$ cat config.mk
export PLATFORM = sky130hd
export DESIGN_NAME = rhythm_game_core
export DESIGN_NICKNAME = d
export VERILOG_FILES = /design/src/rtl/rhythm_game_pkg.sv /design/src/rtl/rhythm_note_fifo.sv /design/src/rtl/rhythm_game_core.sv
export SDC_FILE = /design/constraint.sdc
export NUM_CORES = 1
export LEC_CHECK = 0
export CORE_UTILIZATION = 50
export DETAILED_ROUTE_END_ITERATION = 8
export PLACE_DENSITY = 0.68
export SYNTH_ARGS = -nofsm -noshare
export SYNTH_HDL_FRONTEND = slang
export SYNTH_SLANG_ARGS = --single-unit
$ cat constraint.sdc
create_clock -name CLOCK50M -period 8.4 [get_ports CLOCK50M]
set_clock_uncertainty 0.15 [all_clocks]
set_input_delay 1.68 -clock CLOCK50M [delete_from_list [all_inputs] [get_ports CLOCK50M]]
set_output_delay 1.68 -clock CLOCK50M [all_outputs]
set_load 0.005 [all_outputs]
$ cat src/rtl/rhythm_game_pkg.sv
// Shared types and constants for the rhythm game engine.
// Holds FSM and judgement encodings plus scoring constants.
package rhythm_game_pkg;

    typedef enum logic [1:0] {
        ST_IDLE     = 2'd0,
        ST_PLAYING  = 2'd1,
        ST_FINISHED = 2'd2
    } state_e;

    typedef enum logic [1:0] {
        JG_NONE    = 2'd0,
        JG_PERFECT = 2'd1,
        JG_GOOD    = 2'd2,
        JG_MISS    = 2'd3
    } judge_e;

    localparam int PTS_PERFECT     = 3;
    localparam int PTS_GOOD        = 1;
    localparam int COMBO_BONUS_THR = 10;
    localparam int COMBO_W         = 8;

endpackage

$ cat src/rtl/rhythm_note_fifo.sv
// Note FIFO: DEPTH entries of {mask,time}, head visible on dout.
// Pop frees a slot in the same cycle, so push on full+pop is accepted.
module rhythm_note_fifo #(
    parameter int DEPTH = 16,
    parameter int W     = 18,
    localparam int AW   = $clog2(DEPTH)
) (
    input  logic          clk,
    input  logic          rst_n,
    input  logic          flush,
    input  logic          push,
    input  logic          pop,
    input  logic [W-1:0]  din,
    output logic [W-1:0]  dout,
    output logic          full,
    output logic          empty,
    output logic [AW:0]   count
);

    logic [W-1:0]  mem [DEPTH];
    logic [AW-1:0] wr_ptr;
    logic [AW-1:0] rd_ptr;
    logic          do_push;
    logic          do_pop;

    assign full    = (count == (AW+1)'(DEPTH));
    assign empty   = (count == '0);
    assign do_pop  = pop && !empty;
    assign do_push = push && (!full || do_pop);
    assign dout    = mem[rd_ptr];

    // Storage array; no reset needed, validity is tracked by count.
    always_ff @(posedge clk) begin
        if (do_push && !flush)
            mem[wr_ptr] <= din;
    end

    // Pointer and occupancy bookkeeping; flush empties the queue.
    always_ff @(posedge clk or negedge rst_n) begin
        if (!rst_n) begin
            wr_ptr <= '0;
            rd_ptr <= '0;
            count  <= '0;
        end else if (flush) begin
            wr_ptr <= '0;
            rd_ptr <= '0;
            count  <= '0;
        end else begin
            if (do_push) wr_ptr <= wr_ptr + AW'(1);
            if (do_pop)  rd_ptr <= rd_ptr + AW'(1);
            case ({do_push, do_pop})
                2'b10:   count <= count + (AW+1)'(1);
                2'b01:   count <= count - (AW+1)'(1);
                default: count <= count;
            endcase
        end
    end

endmodule

$ cat src/rtl/rhythm_game_core.sv
// Rhythm game engine: note FIFO, game timer, press judging, score/combo.
// Optional RHYTHM_COMBO_BONUS_EN adds +1 per hit while combo >= 10.
module rhythm_game_core #(
    parameter int LANES       = 8,
    parameter int TS_W        = 10,
    parameter int DEPTH       = 16,
    parameter int SCORE_W     = 11,
    parameter int TICK_DIV    = 500000,
    parameter int WIN_PERFECT = 2,
    parameter int WIN_GOOD    = 5
) (
    input  logic               CLOCK50M,
    input  logic               RESET_N,
    input  logic               start,
    input  logic               note_write,
    input  logic [LANES-1:0]   note_mask,
    input  logic [TS_W-1:0]    note_time,
    input  logic [LANES-1:0]   user_input,
    output logic               note_full,
    output logic               overflow,
    output logic [1:0]         game_state,
    output logic [TS_W-1:0]    game_timer,
    output logic               judge_valid,
    output logic [1:0]         judge_code,
    output logic [SCORE_W-1:0] score,
    output logic [7:0]         combo
);

    import rhythm_game_pkg::*;

    localparam int PW = (TICK_DIV > 1) ? $clog2(TICK_DIV) : 1;
    localparam int CW = $clog2(DEPTH) + 1;
    localparam int FW = LANES + TS_W;
    localparam logic [TS_W:0] WP_V = (TS_W+1)'(WIN_PERFECT);
    localparam logic [TS_W:0] WG_V = (TS_W+1)'(WIN_GOOD);

    state_e               state_q, state_d;
    judge_e               jcode, judge_q;
    logic [LANES-1:0]     sync1, sync2, sync3;
    logic [LANES-1:0]     press;
    logic [PW-1:0]        pre_q;
    logic [TS_W-1:0]      timer_q;
    logic [SCORE_W-1:0]   score_q, score_d;
    logic [SCORE_W:0]     sum;
    logic [COMBO_W-1:0]   combo_q;
    logic [2:0]           pts;
    logic                 jv_q, ovf_q;
    logic                 flush, pop, fifo_empty, playing, start_go, hit;
    logic [FW-1:0]        head;
    logic [LANES-1:0]     head_mask;
    logic [TS_W-1:0]      head_time;
    logic [CW-1:0]        fifo_count;
    logic signed [TS_W:0] dt;
    logic [TS_W:0]        absdt;

    rhythm_note_fifo #(.DEPTH(DEPTH), .W(FW)) u_fifo (
        .clk   (CLOCK50M),
        .rst_n (RESET_N),
        .flush (flush),
        .push  (note_write),
        .pop   (pop),
        .din   ({note_mask, note_time}),
        .dout  (head),
        .full  (note_full),
        .empty (fifo_empty),
        .count (fifo_count)
    );

    assign head_mask = head[FW-1:TS_W];
    assign head_time = head[TS_W-1:0];
    assign press     = sync2 & ~sync3;
    assign playing   = (state_q == ST_PLAYING);
    assign start_go  = start && !playing;
    assign hit       = |(press & head_mask);
    assign dt        = $signed({1'b0, timer_q}) - $signed({1'b0, head_time});
    assign absdt     = dt[TS_W] ? -dt : dt;
    assign pop       = (jcode != JG_NONE);
    assign sum       = {1'b0, score_q} + (SCORE_W+1)'(pts);
    assign score_d   = sum[SCORE_W] ? '1 : sum[SCORE_W-1:0];

    assign game_state  = state_q;
    assign game_timer  = timer_q;
    assign judge_valid = jv_q;
    assign judge_code  = judge_q;
    assign score       = score_q;
    assign combo       = combo_q;
    assign overflow    = ovf_q;

    // Judge the FIFO head against this cycle's presses and the timer.
    always_comb begin
        jcode = JG_NONE;
        if (playing && !fifo_empty) begin
            if (hit && absdt <= WP_V)
                jcode = JG_PERFECT;
            else if (hit && absdt <= WG_V)
                jcode = JG_GOOD;
            else if (!dt[TS_W] && absdt > WG_V)
                jcode = JG_MISS;
        end
    end

    // Points for the current judgement, with optional combo bonus.
    always_comb begin
        pts = 3'd0;
        unique case (1'b1)
            (jcode == JG_PERFECT): pts = 3'(PTS_PERFECT);
            (jcode == JG_GOOD):    pts = 3'(PTS_GOOD);
            default:               pts = 3'd0;
        endcase
`ifdef RHYTHM_COMBO_BONUS_EN
        if ((jcode == JG_PERFECT || jcode == JG_GOOD) &&
            combo_q >= COMBO_W'(COMBO_BONUS_THR))
            pts = pts + 3'd1;
`endif
    end

    // Game FSM; entering FINISHED flushes any leftover notes.
    always_comb begin
        state_d = state_q;
        flush   = 1'b0;
        unique case (state_q)
            ST_IDLE: begin
                if (start) state_d = ST_PLAYING;
            end
            ST_PLAYING: begin
                if (timer_q == '1 ||
                    (pop && fifo_count == CW'(1) && !note_write)) begin
                    state_d = ST_FINISHED;
                    flush   = 1'b1;
                end
            end
            ST_FINISHED: begin
                if (start) state_d = ST_PLAYING;
            end
            default: state_d = ST_IDLE;
        endcase
    end

    // FSM state register.
    always_ff @(posedge CLOCK50M or negedge RESET_N) begin
        if (!RESET_N) state_q <= ST_IDLE;
        else          state_q <= state_d;
    end

    // Two-flop synchroniser plus previous-value flop for edge detect.
    always_ff @(posedge CLOCK50M or negedge RESET_N) begin
        if (!RESET_N) begin
            sync1 <= '0;
            sync2 <= '0;
            sync3 <= '0;
        end else begin
            sync1 <= user_input;
            sync2 <= sync1;
            sync3 <= sync2;
        end
    end

    // Prescaler and saturating game timer, running only while playing.
    always_ff @(posedge CLOCK50M or negedge RESET_N) begin
        if (!RESET_N) begin
            pre_q   <= '0;
            timer_q <= '0;
        end else if (start_go) begin
            pre_q   <= '0;
            timer_q <= '0;
        end else if (playing) begin
            if (pre_q == PW'(TICK_DIV - 1)) begin
                pre_q <= '0;
                if (timer_q != '1) timer_q <= timer_q + TS_W'(1);
            end else begin
                pre_q <= pre_q + PW'(1);
            end
        end
    end

    // Register judgement pulse, score and combo.
    always_ff @(posedge CLOCK50M or negedge RESET_N) begin
        if (!RESET_N) begin
            jv_q    <= 1'b0;
            judge_q <= JG_NONE;
            score_q <= '0;
            combo_q <= '0;
        end else begin
            jv_q    <= pop;
            judge_q <= jcode;
            if (start_go) begin
                score_q <= '0;
                combo_q <= '0;
            end else if (pop) begin
                score_q <= score_d;
                if (jcode == JG_MISS)
                    combo_q <= '0;
                else if (combo_q != '1)
                    combo_q <= combo_q + COMBO_W'(1);
            end
        end
    end

    // Sticky flag for a note write dropped on a full FIFO.
    always_ff @(posedge CLOCK50M or negedge RESET_N) begin
        if (!RESET_N)
            ovf_q <= 1'b0;
        else if (note_write && note_full && !pop)
            ovf_q <= 1'b1;
    end

endmodule

==> impl_metrics.yaml <==
critical_path:
  cpMaxStageDelayCell: "dfrtp_4"
  r2r_slack_ps: 1020
  worstReg2RegEnd: "u_fifo.mem[8][1]$_DFFE_PP_"
  cp_max_fo: 49
  cp_cell_sequence: "mux4_2 > mux4_2 > ha_1 > inv_1 > fa_1 > a21o_4 > a22oi_1 > a31oi_1 > nor2_1 > o32a_2 > nor4_2 > o2111ai_1 > a22oi_1 > nand2b_1 > ha_1 > nor2_1 > a31o_2 > and2_1 > nor4b_1 > and2_1 > buf_4"
  ff2ff_path_depth: 21
  cpPeakStageDelay_ps: 1060
  endpoint_kind: "flip-flop"
  cp.required_ps: 8470
  critPathArrivalTime_ps: 7460
  worstSetupStartpointType: "flip-flop"
  reg2reg_from: "u_fifo.rd_ptr[0]$_DFFE_PN0P_"
  path_class: "flip-flop to flip-flop"
power:
  p_sw_share_pct: 32.9
  p_clk_share_pct: 26.9
  intPower_uw: 4320
  p_leak_uw: 0.00669
  switching_power_uw: 2120
  pwr-share-seq_pct: 39.0
  design_power_total_uw: 6450
  peakVddDrop_v: 0.000178
  pwr-share-comb_pct: 34.1
  p_per_area_nw_per_um2: 343
clock_tree:
  post_cts_resized: 0
  path_clk_slew_ps: 60
  cts_tree: "yes"
  clock_latency_ps: 550
  clockRootBuffer: "clkbuf_16"
  cts_setup_buffers: 0
  ctsHoldBuffers: 0
  cts_buffers: 40
  cts.sinks: 379
  cts_max_level: 2
  clockBufferDepth: 3
floorplanning:
  core_region_area_um2: 31800
  die_h_um: 182
  io_pins: 66
  die_w_um: 182
  dieArea_um2: 33300
  start_util_pct: 51.2
  rows: 65
synthesis:
  synth_flop_cell: "edfxtp_1"
  syn-num-nets: 1104
  syn-cell-area_um2: 16300
  ys.warnings.count: 0
  ys_seq_area_share_pct: 67.2
  synth_edf_count: 288
  async_reset_ff_share_pct: 24.0
  yosysUniqueCellTypes: 82
  ys_ff_latch: 379
  avgSynthCellArea_um2: 15.6
  syn_inst: 1045
timing:
  finalWorstSetupSlack_ps: 1020
  relSlewSlack_pct: 25.0
  rsz0062_at_grt: "false"
  slew_violations: 0
  hold_violations: 0
  whs_ps: 197
  tightest_slew_ps: 1120
  setup_viol_count_final: 0
  setup_tns_ps: 0
  min_period_over_period_pct: 87.9
  finalCriticalPeriod_ps: 7380
  max_freq_mhz: 135
routing:
  wl_per_cell_um: 20.9
  wirelength_mm: 33.6
  via_count: 9267
  drt_iter0_drc: 791
  first_pass_iters: 5
  route.detailed.drc: 0
  vias_per_cell: 5.77
  ant_nets: 0
grt:
  grt_pass1_vias: 9059
  grt_pass1_wl_mm: 52.7
  globalRoute.totalOverflow: 0
  grt.total_usage_pct: 20.9
  grt_max_degree: 62
  antenna_found_initial: 0
final_layout:
  drive_above_1_share_pct: 17.1
  ff_latch_area_um2: 10900
  num-fill-cells: 2409
  multiInputGateArea_um2: 5020
  area_delta_synth_final_pct: 15.5
  nNetsFinal: 1197
worst_hold_path:
  min_to: "sync2[7]$_DFF_PN0_"
  hp-start: "sync1[7]$_DFF_PN0_"
  holdPathStages: 0
  hold_class: "flip-flop to flip-flop"
place:
  place.port_buffers: 65
  pre_cts_ws_ps: 966
  dp_hpwl_mm: 20.7
  gp_congestion: 0.808
job:
  cap_violations: 0
outcome:
  status: "completed"
## area by class of cell
cell class / instances / area share [%]
flip-flops and latches: 379 / 58.2
well taps: 435 / 2.90
inverters: 29 / 0.579
clock buffers: 56 / 6.08
diodes: 1 / 0.0133
multi-input cells: 596 / 26.7
clock inverters: 18 / 0.952
repair buffers: 92 / 4.59
## power groups by stage
stage	registers [µW]	clock network, µW	logic [µW]
after floorplan	2380	0	1770
after global placement	2550	0	2160
after detailed placement	2560	0	2190
after CTS	2520	1770	2200
after global routing	2560	1840	2410
final	2520	1730	2200
## worst max-delay path, delay by kind of cell (launching register included)
kind | cells | cell delay (ps)
compound gates | 7 | 2030
mux | 2 | 1070
simple gates | 7 | 1740
flops | 1 | 1060
fa+ha+maj | 3 | 660
buf+inv | 2 | 370
## registers in the layout, summed over array words and instances, names as in the netlist
signal         count
u_fifo.mem       288
pre_q             19
score             11
game_timer        10
combo              8
sync1              8
sync2              8
sync3              8
u_fifo.count       5
u_fifo.rd_ptr      4
u_fifo.wr_ptr      4
game_state         2
judge_code         2
judge_valid        1
overflow           1
## how the worst max path moves through the flow
stage / startpoint / to / slack, ps / cells after the start
after floorplan: u_fifo.rd_ptr[0]$_DFFE_PN0P_ / u_fifo.mem[12][0]$_DFFE_PP_ / 1000 / 27
after global placement: u_fifo.rd_ptr[0]$_DFFE_PN0P_ / u_fifo.mem[10][1]$_DFFE_PP_ / 1080 / 19
after detailed placement: u_fifo.rd_ptr[0]$_DFFE_PN0P_ / u_fifo.mem[8][9]$_DFFE_PP_ / 970 / 21
after CTS: u_fifo.rd_ptr[0]$_DFFE_PN0P_ / u_fifo.mem[8][1]$_DFFE_PP_ / 950 / 21
after global routing: u_fifo.rd_ptr[0]$_DFFE_PN0P_ / u_fifo.mem[8][1]$_DFFE_PP_ / 380 / 21
final: u_fifo.rd_ptr[0]$_DFFE_PN0P_ / u_fifo.mem[8][1]$_DFFE_PP_ / 1020 / 21
## logic make-up after synthesis
logic type | after synthesis | share of synthesized area [%]
AOI/OAI and AO/OA | 150 | 6.03
DFF | 379 | 67.2
buffers and inverters | 70 | 2.05
xor gates and xnor gates | 28 | 1.51
adders and majority gates | 29 | 2.32
muxes | 93 | 11.5
and+or+nand+nor | 296 | 9.40
## per-stage QoR
| stage | util (%) | cells | cell area [µm²] |
|---|---|---|---|
| after floorplan | - | 1045 | 16300 |
| after detailed placement | 54.9 | 1531 | 17500 |
| after CTS | 59.1 | 1605 | 18800 |
| after global placement | 54.9 | 1531 | 17500 |
| after global routing | 59.1 | 1605 | 18800 |
| final | 59.1 | 1606 | 18800 |
## routing by layer
| layer | routed length, µm | global-route usage (%) |
|---|---|---|
| met1 | 14800 | 29.4 |
| met2 | 16200 | 34.0 |
| met3 | 2040 | 3.89 |
| met4 | 534 | 4.84 |
| met5 | 0 | 0 |
## Yosys cell counts, drive strengths merged (11+ instances only)
cell type / number / area, µm²
xnor2: 16 / 140
buf: 17 / 104
dfrtp: 91 / 2280
nor2b: 12 / 75.1
nand2: 52 / 195
inv: 29 / 109
and3: 28 / 184
ha: 27 / 338
o21ai: 56 / 280
xor2: 12 / 105
nand3: 30 / 150
a21oi: 26 / 130
nor3: 16 / 80.1
and2: 17 / 108
mux4: 75 / 1690
nor2: 82 / 308
edfxtp: 288 / 8650
nand2b: 12 / 75.1
clkbuf: 24 / 120
mux2i: 11 / 110
## cell usage in the layout, fill, tap and decap left out, drive strengths merged, types with 4 or more instances in the layout
master and n:
a211oi 4, a21o 4, a21oi 26, a22oi 5
a31o 4, a31oi 9, and2 17, and3 28
buf 28, clkbuf 56, clkdlybuf4s50 64, clkinv 13
dfrtp 91, edfxtp 288, ha 27, inv 30
mux2 7, mux2i 11, mux4 75, nand2 52
nand2b 12, nand3 30, nand3b 4, nand4 7
nor2 82, nor2b 12, nor3 16, nor3b 5
nor4 6, o2111ai 4, o211ai 4, o21ai 56
or3 8, xnor2 16, xor2 12
Power figures use the tool's default switching activity.
